===== config.mk =====
export PLATFORM = sky130hd
export DESIGN_NAME = aes_io_sequencer
export DESIGN_NICKNAME = d
export VERILOG_FILES = /design/src/rtl/aes_io_sequencer.sv
export SDC_FILE = /design/constraint.sdc
export NUM_CORES = 1
export LEC_CHECK = 0
export BUFFER_PORTS_ARGS = -buffer_cell sky130_fd_sc_hd__buf_2
export CAP_MARGIN = 10
export CORE_MARGIN = 3
export CORE_UTILIZATION = 40
export DETAILED_ROUTE_END_ITERATION = 6
export SETUP_SLACK_MARGIN = 0.2
export SYNTH_ARGS = -nofsm -noshare
export SYNTH_HDL_FRONTEND = slang
export SYNTH_SLANG_ARGS = --single-unit

===== constraint.sdc =====
create_clock -name CLK -period 2.1 [get_ports CLK]
set_clock_uncertainty 0.1 [all_clocks]
set_input_delay 0.105 -clock CLK [delete_from_list [all_inputs] [get_ports CLK]]
set_output_delay 0.105 -clock CLK [all_outputs]
set_load 0.02 [all_outputs]

===== src/rtl/aes_io_sequencer.sv =====
// ============================================================================
// Module   : aes_io_sequencer
// Purpose  : Bus-side controller for an AES128 core. It assembles 128-bit
//            message and key blocks from four 32-bit bus writes each. It then
//            launches the core in cipher or decipher mode, waits for the core
//            to finish, captures the result and streams it back as four
//            32-bit reads.
// Revision : 1.0 - initial release
// ----------------------------------------------------------------------------
// Optional feature macro: AES_IO_TIMEOUT_EN
//   When defined, a RUN that lasts TIMEOUT_CYCLES cycles without core_done
//   is aborted. The abort sets Err and returns the block to IDLE.
// ----------------------------------------------------------------------------
// Ports:
//   CLK              in   system clock, rising edge
//   RESET            in   asynchronous active-low reset
//   Initiate         in   bus transfer request (one word per cycle)
//   Read_or_Write    in   1 = write buffer, 0 = read result
//   Adress           in   write target: 0 = message, 1 = key
//   SelCypher        in   mode sampled on an accepted Start (1 = cipher)
//   Start            in   launch request (edge-qualified internally)
//   DATA_IN          in   bus write data, first word -> bits [127:96]
//   DATA_OUT         out  registered bus read data
//   DATA_OE          out  registered pad drive enable
//   core_msg         out  assembled message block
//   core_key         out  assembled key block
//   core_sel_cypher  out  latched mode
//   core_start       out  one-cycle launch pulse
//   core_done        in   core completion pulse
//   core_result      in   core output, valid with core_done
//   Busy             out  high while the core is running
//   Result_valid     out  result register holds a result
//   Err              out  sticky protocol error
// ============================================================================
`default_nettype none

module aes_io_sequencer #(
  parameter int DATA_W         = 32,
  parameter int TIMEOUT_CYCLES = 255
) (
  input  logic                CLK,
  input  logic                RESET,
  input  logic                Initiate,
  input  logic                Read_or_Write,
  input  logic                Adress,
  input  logic                SelCypher,
  input  logic                Start,
  input  logic [DATA_W-1:0]   DATA_IN,
  output logic [DATA_W-1:0]   DATA_OUT,
  output logic                DATA_OE,
  output logic [4*DATA_W-1:0] core_msg,
  output logic [4*DATA_W-1:0] core_key,
  output logic                core_sel_cypher,
  output logic                core_start,
  input  logic                core_done,
  input  logic [4*DATA_W-1:0] core_result,
  output logic                Busy,
  output logic                Result_valid,
  output logic                Err
);

  typedef enum logic [1:0] {
    ST_IDLE   = 2'd0,
    ST_RUN    = 2'd1,
    ST_RESULT = 2'd2
  } state_t;

  state_t r_state;
  state_t w_state_nxt;

  // Word 0 of each block lives in the top slot [3], which maps to bits
  // [127:96] of the flattened vector.
  logic [3:0][DATA_W-1:0] r_msg;
  logic [3:0][DATA_W-1:0] r_key;
  logic [3:0][DATA_W-1:0] r_result;

  logic [1:0]        r_wp_msg;
  logic [1:0]        r_wp_key;
  logic [2:0]        r_msg_cnt;
  logic [2:0]        r_key_cnt;
  logic [1:0]        r_rd_ptr;
  logic              r_start_prev;
  logic              r_core_start;
  logic              r_sel_cypher;
  logic              r_result_valid;
  logic              r_err;
  logic              r_data_oe;
  logic [DATA_W-1:0] r_data_out;

  logic w_in_run;
  logic w_in_result;
  logic w_wr_req;
  logic w_rd_req;
  logic w_start_req;
  logic w_start_ok;
  logic w_start_rej;
  logic w_done;
  logic w_timeout;

  assign w_in_run    = (r_state == ST_RUN);
  assign w_in_result = (r_state == ST_RESULT);
  assign w_wr_req    = Initiate & Read_or_Write;
  assign w_rd_req    = Initiate & ~Read_or_Write;

  // Start is a rising-edge request; a concurrent bus transfer suppresses it
  // silently (no error).
  assign w_start_req = Start & ~r_start_prev & ~Initiate;
  assign w_start_ok  = w_start_req & ~w_in_run &
                       (r_msg_cnt == 3'd4) & (r_key_cnt == 3'd4);
  assign w_start_rej = w_start_req & ~w_start_ok;
  assign w_done      = w_in_run & core_done;

`ifdef AES_IO_TIMEOUT_EN
  localparam int TO_W = (TIMEOUT_CYCLES > 1) ? $clog2(TIMEOUT_CYCLES) : 1;

  logic [TO_W-1:0] r_to_cnt;

  // The counter holds the number of completed RUN cycles. The abort fires
  // on the edge that would complete cycle TIMEOUT_CYCLES. core_done has
  // priority over the abort on that same edge.
  assign w_timeout = w_in_run & ~core_done &
                     (r_to_cnt == TO_W'(TIMEOUT_CYCLES - 1));

  always_ff @(posedge CLK or negedge RESET) begin
    if (!RESET) begin
      r_to_cnt <= '0;
    end else if (!w_in_run) begin
      r_to_cnt <= '0;
    end else begin
      r_to_cnt <= r_to_cnt + 1'b1;
    end
  end
`else
  assign w_timeout = 1'b0;
`endif

  // --------------------------------------------------------------------------
  // State machine
  // --------------------------------------------------------------------------
  always_ff @(posedge CLK or negedge RESET) begin
    if (!RESET) begin
      r_state <= ST_IDLE;
    end else begin
      r_state <= w_state_nxt;
    end
  end

  always_comb begin
    w_state_nxt = r_state;
    case (r_state)
      ST_IDLE, ST_RESULT: begin
        if (w_start_ok) begin
          w_state_nxt = ST_RUN;
        end
      end
      ST_RUN: begin
        if (core_done) begin
          w_state_nxt = ST_RESULT;
        end else if (w_timeout) begin
          w_state_nxt = ST_IDLE;
        end
      end
      default: w_state_nxt = ST_IDLE;
    endcase
  end

  // --------------------------------------------------------------------------
  // Buffers, pointers and status
  // --------------------------------------------------------------------------
  always_ff @(posedge CLK or negedge RESET) begin
    if (!RESET) begin
      r_msg          <= '0;
      r_key          <= '0;
      r_result       <= '0;
      r_wp_msg       <= 2'd0;
      r_wp_key       <= 2'd0;
      r_msg_cnt      <= 3'd0;
      r_key_cnt      <= 3'd0;
      r_rd_ptr       <= 2'd0;
      r_start_prev   <= 1'b0;
      r_core_start   <= 1'b0;
      r_sel_cypher   <= 1'b0;
      r_result_valid <= 1'b0;
      r_err          <= 1'b0;
      r_data_oe      <= 1'b0;
      r_data_out     <= '0;
    end else begin
      r_start_prev <= Start;
      r_core_start <= w_start_ok;
      r_data_oe    <= w_rd_req;

      // Writes are ignored while the core is using the buffers.
      if (w_wr_req && !w_in_run) begin
        if (Adress) begin
          r_key[2'd3 - r_wp_key] <= DATA_IN;
          r_wp_key               <= r_wp_key + 2'd1;
          if (r_key_cnt != 3'd4) begin
            r_key_cnt <= r_key_cnt + 3'd1;
          end
        end else begin
          r_msg[2'd3 - r_wp_msg] <= DATA_IN;
          r_wp_msg               <= r_wp_msg + 2'd1;
          if (r_msg_cnt != 3'd4) begin
            r_msg_cnt <= r_msg_cnt + 3'd1;
          end
        end
      end

      // Reads outside RESULT still drive the pad, but with zero data.
      if (w_rd_req) begin
        if (w_in_result) begin
          r_data_out <= r_result[2'd3 - r_rd_ptr];
          r_rd_ptr   <= r_rd_ptr + 2'd1;
        end else begin
          r_data_out <= '0;
        end
      end

      // A launch consumes the message but keeps the key for reuse.
      // Initiate is low here, so no write can collide with these clears.
      if (w_start_ok) begin
        r_sel_cypher   <= SelCypher;
        r_msg_cnt      <= 3'd0;
        r_wp_msg       <= 2'd0;
        r_wp_key       <= 2'd0;
        r_result_valid <= 1'b0;
      end

      if (w_done) begin
        r_result       <= core_result;
        r_result_valid <= 1'b1;
        r_rd_ptr       <= 2'd0;
      end

      if (w_start_ok) begin
        r_err <= 1'b0;
      end else if ((w_wr_req && w_in_run) || (w_rd_req && !w_in_result) ||
                   w_start_rej || w_timeout) begin
        r_err <= 1'b1;
      end
    end
  end

  assign DATA_OUT        = r_data_out;
  assign DATA_OE         = r_data_oe;
  assign core_msg        = r_msg;
  assign core_key        = r_key;
  assign core_sel_cypher = r_sel_cypher;
  assign core_start      = r_core_start;
  assign Busy            = w_in_run;
  assign Result_valid    = r_result_valid;
  assign Err             = r_err;

endmodule

`default_nettype wire


==> flow_metrics.tcl, run 1 <==
set metrics [dict create \
    status "complete, no violations" \
    yosysSeqAreaShare_pct 60.33 \
    fillers 3561 \
    period_minus_slack_ns 1.872 \
    cts_tree "yes" \
    grt_pass1_vias 13140 \
    cp.arrival_ns 2.22 \
    yosysWarnings 0 \
    die_w_um 218.6 \
    dr.pass1.iters 5 \
    core-area_mm2 0.04441 \
    multi_input_area_mm2 0.006760 \
    synth-seq-cells 436 \
    p_leak_nw 13.46 \
    vias 12650 \
    syn-num-nets 1470 \
    ioPinCount 462 \
    stdcell_count 2598 \
    whs_ns 0.07827 \
    clock_tree.root_cell "clkbuf_16" \
    dp_cells 2328 \
    synth_edf_count 0 \
    setup_violations 0 \
    synthTopCellsByArea "dfrtp_1, mux2_4, nand2_1" \
    clock_sinks 436 \
    grt_antenna_before_repair 1 \
    post-route-period-util_pct 89.15 \
    start_util_pct 40.72 \
    grt_max_degree 89 \
    clock.fmax_mhz 534.1 \
    setup_tns_ns 0 \
    grtUsageTotal_pct 21.27 \
    hold_class "input pin to asynchronous set/reset pin" \
    p_comb_share_pct 37.5 \
    wire_per_inst_um 20.22 \
    rows 77 \
    synth_largest_area_cell "dfrtp_1" \
    max-cap-violations 0 \
    synth_most_common_cell "dfrtp_1" \
    clk_pin_slew_ns 0.06 \
    path_class "flop to flop" \
    slew_headroom_pct 67.54 \
    syn_avg_cell_area_um2 14.02 \
    swShare_pct 34.78 \
    vdd_drop_max_mv 0.8551 \
    worstRegToRegCells 8 \
    netlist_area_mm2 0.01808 \
    internal-power_mw 22.01 \
    pwr-share-seq_pct 38.0 \
    yosysUniqueCellTypes 37 \
    grt_overflow_total 0 \
    drive_gt1_share_pct 45.44 \
    die_area_mm2 0.04780 \
    insertion_delay_ns 0.56 \
    required_ns 2.44 \
    areaGrowthSynthToFinish_pct 38.00 \
    hold_viol 0 \
    switchingPower_mw 11.73 \
    synthArstFlopShare_pct 100.0 \
    grt_pass1_wl_um 78520 \
    end_kind "flop" \
    drc 0 \
    syn_inst 1290 \
    gp_congestion 0.7941 \
    dpl.hpwl_um 34630 \
    start_kind "flop" \
    chipHeight_um 218.6 \
    port_buffers 461 \
    wl_um 52540 \
    htreeDepth 2 \
    maxSlewViolCount 0 \
    drt-initial-drc-count 699 \
    clock_path_buffers 3 \
    cp_max_fo 14 \
    cts_buffers 47 \
    viasPerCell 4.868 \
    postRouteAntennaNets 0 \
    cellPowerDensity_mw_per_mm2 1352 \
    yosys-top-cells-count "dfrtp_1, nand2_1, mux2_4, mux2_2" \
    synthFlopType "dfrtp_1" \
    synth.top_cell.area_share_pct 60.33 \
    layout.nets 2149 \
    worst_slew_pin_slew_ns 0.4869 \
    grt_setup_unrepaired "true" \
    regArea_mm2 0.01091 \
    power_frac_clock_pct 24.5 \
]
## sequential cells by signal (all words and copies together) (netlist names)
signal           count
r_key_cnt            3
DATA_OE              1
core_msg           128
core_key           128
Result_valid         1
r_rd_ptr             2
r_msg_cnt            3
r_state              2
r_start_prev         1
DATA_OUT            32
core_sel_cypher      1
r_wp_key             2
r_wp_msg             2
r_result           128
core_start           1
Err                  1
## final cells by class
type | count | share of cell area (%)
sequential | 436 | 43.73
multi-input combinational | 772 | 27.09
timing repair buffer | 699 | 19.78
clock buffer | 73 | 5.635
tap | 592 | 2.968
clock inverter | 12 | 0.5766
inverter | 13 | 0.2156
antenna | 1 | 0.01003
## metrics by stage
step / instance area, um2 / utilization [%] / power, mW / setup WS, ns
2_1_floorplan: 18090 / - / 20.53 / 0.2189
3_3_place_gp: 21420 / 48.24 / 25.04 / 0.1283
3_5_place_dp: 21420 / 48.24 / 25.27 / 0.1036
4_1_cts: 24760 / 55.75 / 33.97 / 0.2011
5_1_grt: 24960 / 56.19 / 35.32 / 0.1766
6_report: 24960 / 56.19 / 33.74 / 0.2279
## power groups by stage
stage               logic [mW]  registers, mW  clock network, mW
floorplan                 4.77           15.8                  0
global placement          12.2           12.9                  0
detailed placement        12.4           12.9                  0
CTS                       12.7           12.8               8.48
global route              13.3           13.2               8.82
finish                    12.6           12.8               8.28
## worst max-delay path: stages, from the launching register on
cell      delay, ns
dfrtp_1        0.39
nand2b_4       0.16
inv_6          0.11
nor3_4         0.06
buf_12         0.13
buf_4          0.15
nand2_8        0.11
buf_12         0.19
mux2_2         0.35
## worst paths after layout
kind                         startpoint            to  slack [ns]
max reg2reg                  r_state[1]   core_msg[0]        0.23
min                               RESET  core_msg[26]        0.08
min in group CLK                  Start  r_start_prev        0.12
max in group asynchronous         RESET  r_result[28]        1.31
min reg2reg                r_result[86]  r_result[86]        0.37
max                          r_state[1]   core_msg[0]        0.23
## placed cells by master (no fill, tap or decap), types with 6 or more instances in the layout
cell type / n
buf_2: 460
dfrtp_1: 435
nand2_1: 389
mux2_4: 210
dlygate4sd3_1: 167
clkbuf_16: 52
mux2_2: 49
buf_4: 39
mux4_2: 32
a22o_1: 32
buf_12: 27
clkbuf_1: 15
inv_1: 12
ha_1: 12
clkbuf_8: 9
nor2_1: 8
clkinv_2: 6
## metal layers
| layer | up-vias | part of all wire (%) | track usage [%] |
|---|---|---|---|
| met2 | 482 | 47 | 34.28 |
| met5 | - | 0 | 0 |
| met1 | 6381 | 43 | 28.78 |
| met4 | 0 | 2.2 | 5.653 |
| li1 | 5704 | - | - |
| met3 | 81 | 7.6 | 5.437 |
## logic make-up (layout without fill, tap and decap cells)
logic type | after synthesis | in the layout | share of synthesized area (%)
flip-flops | 436 | 436 | 60.33
AND/OR/NAND/NOR | 420 | 420 | 9.396
multiplexers | 293 | 293 | 24.58
buffers and inverters | 82 | 797 | 2.685
AO/OA/AOI/OAI | 40 | 40 | 1.827
adder cells (fa/ha/maj) | 13 | 13 | 0.8856
XOR/XNOR | 6 | 6 | 0.2906
other | 0 | 1 | 0
## what timing repair did
action,in CTS,in global routing
endpoints found under the hold margin,827,0
endpoints found under the setup margin,77,58
hold buffers,168,0
gates resized for setup,4,6
pin swaps,1,0
gates cloned,1,4
buffers inserted,3,8
(Power assumes the default switching activity.)
==> run 2: changes to the inputs <==
--- a/config.mk
+++ b/config.mk
@@ -10,6 +10,7 @@
 export CORE_MARGIN = 3
 export CORE_UTILIZATION = 40
 export DETAILED_ROUTE_END_ITERATION = 6
+export REMOVE_ABC_BUFFERS = 1
 export SETUP_SLACK_MARGIN = 0.2
 export SYNTH_ARGS = -nofsm -noshare
 export SYNTH_HDL_FRONTEND = slang
==> flow_metrics.tcl, run 2 (same netlist as run 1, synthesis figures left out) <==
set metrics [dict create \
    gp_congestion 0.7845 \
    maxSlewViolCount 0 \
    die_area_mm2 0.04780 \
    grtUsageTotal_pct 21.77 \
    ioPinCount 462 \
    slowest_stage "dfrtp_1" \
    crit_chain "nand2b_4, inv_2, buf_4, nor3_4, buf_6, buf_12, mux2_2" \
    fin_ws_ns 0.2161 \
    clock_tree.root_cell "clkbuf_16" \
    cellPowerDensity_mw_per_mm2 1359 \
    grt_pass1_wl_um 80620 \
    wire_per_inst_um 20.43 \
    power_frac_clock_pct 24.9 \
    cts_buffers 46 \
    start_kind "flop" \
    whs_ns 0.001255 \
    start_util_pct 40.72 \
    layout.nets 2154 \
    drc 0 \
    switchingPower_mw 11.81 \
    hold_class "input pin to asynchronous set/reset pin" \
    stdcell_count 2599 \
    end_kind "flop" \
    core-area_mm2 0.04441 \
    final_cell_mix "buf_2, dfrtp_1, nand2_1" \
    period_minus_slack_ns 1.884 \
    required_ns 2.45 \
    htreeDepth 2 \
    p_leak_nw 13.54 \
    p_comb_share_pct 37.2 \
    crit_family "buffers and inverters" \
    insertion_delay_ns 0.58 \
    status "complete, no violations" \
    place_ws_ns 0.09362 \
    cts_tree "yes" \
    grt_setup_unrepaired "true" \
    fillers 3624 \
    dr.pass1.iters 5 \
    clock.fmax_mhz 530.8 \
    vias 12720 \
    clock_path_buffers 3 \
    wl_um 53090 \
    cp.arrival_ns 2.24 \
    die_w_um 218.6 \
    rows 77 \
    grt_antenna_before_repair 2 \
    max-cap-violations 0 \
    path_class "flop to flop" \
    drt-initial-drc-count 777 \
    hold_viol 0 \
    critPathBufInv 4 \
    post-route-period-util_pct 89.71 \
    port_buffers 461 \
    postRouteAntennaNets 0 \
    clock_sinks 436 \
    slew_headroom_pct 59.05 \
    setup_violations 0 \
    internal-power_mw 22.20 \
    pwr-share-seq_pct 37.9 \
    max_stage_delay_ns 0.37 \
    placed_area_mm2 0.02155 \
    viasPerCell 4.895 \
    clk_pin_slew_ns 0.06 \
    swShare_pct 34.73 \
    fin_area_mm2 0.02502 \
    dpl.hpwl_um 35360 \
    chipHeight_um 218.6 \
    worst_slew_pin_slew_ns 0.6142 \
    grt_pass1_vias 13410 \
    cp_max_fo 8 \
    dp_cells 2337 \
    areaGrowthSynthToFinish_pct 38.38 \
    drive_gt1_share_pct 45.94 \
    vdd_drop_max_mv 0.9455 \
    grt_overflow_total 0 \
    grt_max_degree 64 \
    mostFrequentLayoutCell "buf_2" \
]
[run 2: cell types whose count changed in the layout (fill, tap and decap cells not counted), sizes merged]
cell / previous run / this run
dlygate4sd3: 167 / 168
clkinvlp: 2 / 1
bufinv: 3 / 5
buf: 529 / 533
clkinv: 7 / 10
diode: 1 / 2
clkbuf: 76 / 67
[run 2: path summary, 6_finish.rpt]
path                                   start  depth (start not counted)  slack [ns]       endpoint
worst min-delay path                   RESET                          2       0.001   core_key[24]
worst max-delay path              r_state[1]                          7        0.22  core_key[115]
min in group CLK                       Start                          2        0.11   r_start_prev
worst max register to register    r_state[1]                          7        0.22  core_key[115]
max in group asynchronous              RESET                          3        1.01    core_msg[3]
worst min register to register  r_result[29]                          2        0.37   r_result[29]
[run 2: cell type report]
class	count	area, um2	share of cell area (%)
Multi-Input combinational cell	772	6743	26.95
Tap cell	592	740.7	2.960
Clock buffer	63	1356	5.420
Antenna cell	2	5.005	0.02000
Timing Repair Buffer	705	4989	19.93
Clock inverter	16	230.2	0.9200
Sequential cell	436	10910	43.60
Inverter	13	48.80	0.1950
[run 2: metrics by stage]
step	setup TNS, ns	power (mW)	utilization [%]
floorplan	-259.14	20.41	-
global placement	0	25.13	48.51
detailed placement	0	25.37	48.51
CTS	0	34.23	55.91
global route	0	35.62	56.34
finish	0	34.01	56.34
[run 2: metal layers]
metal / global-route usage, % / part of all wire (%) / up-vias
met5: 0 / 0 / -
met4: 5.262 / 2.0 / 0
met3: 5.325 / 7.5 / 69
met2: 35.74 / 48 / 463
met1: 29.27 / 43 / 6471
li1: - / - / 5720
[run 2: power groups by stage]
stage	Combinational [mW]	Clock [mW]	Sequential (mW)
floorplan	4.44	0	16.0
global placement	12.2	0	12.9
detailed placement	12.4	0	13.0
CTS	12.7	8.69	12.9
global route	13.4	9.04	13.2
finish	12.7	8.45	12.9
[run 2: what timing repair did]
item / 4_1_cts / 5_1_grt
gates cloned: 0 / 5
hold buffers: 168 / 0
resized for setup: 0 / 9
buffers inserted: 2 / 6
pin swaps: 1 / 1
endpoints found under the hold margin: 808 / 0
endpoints found under the setup margin: 32 / 167
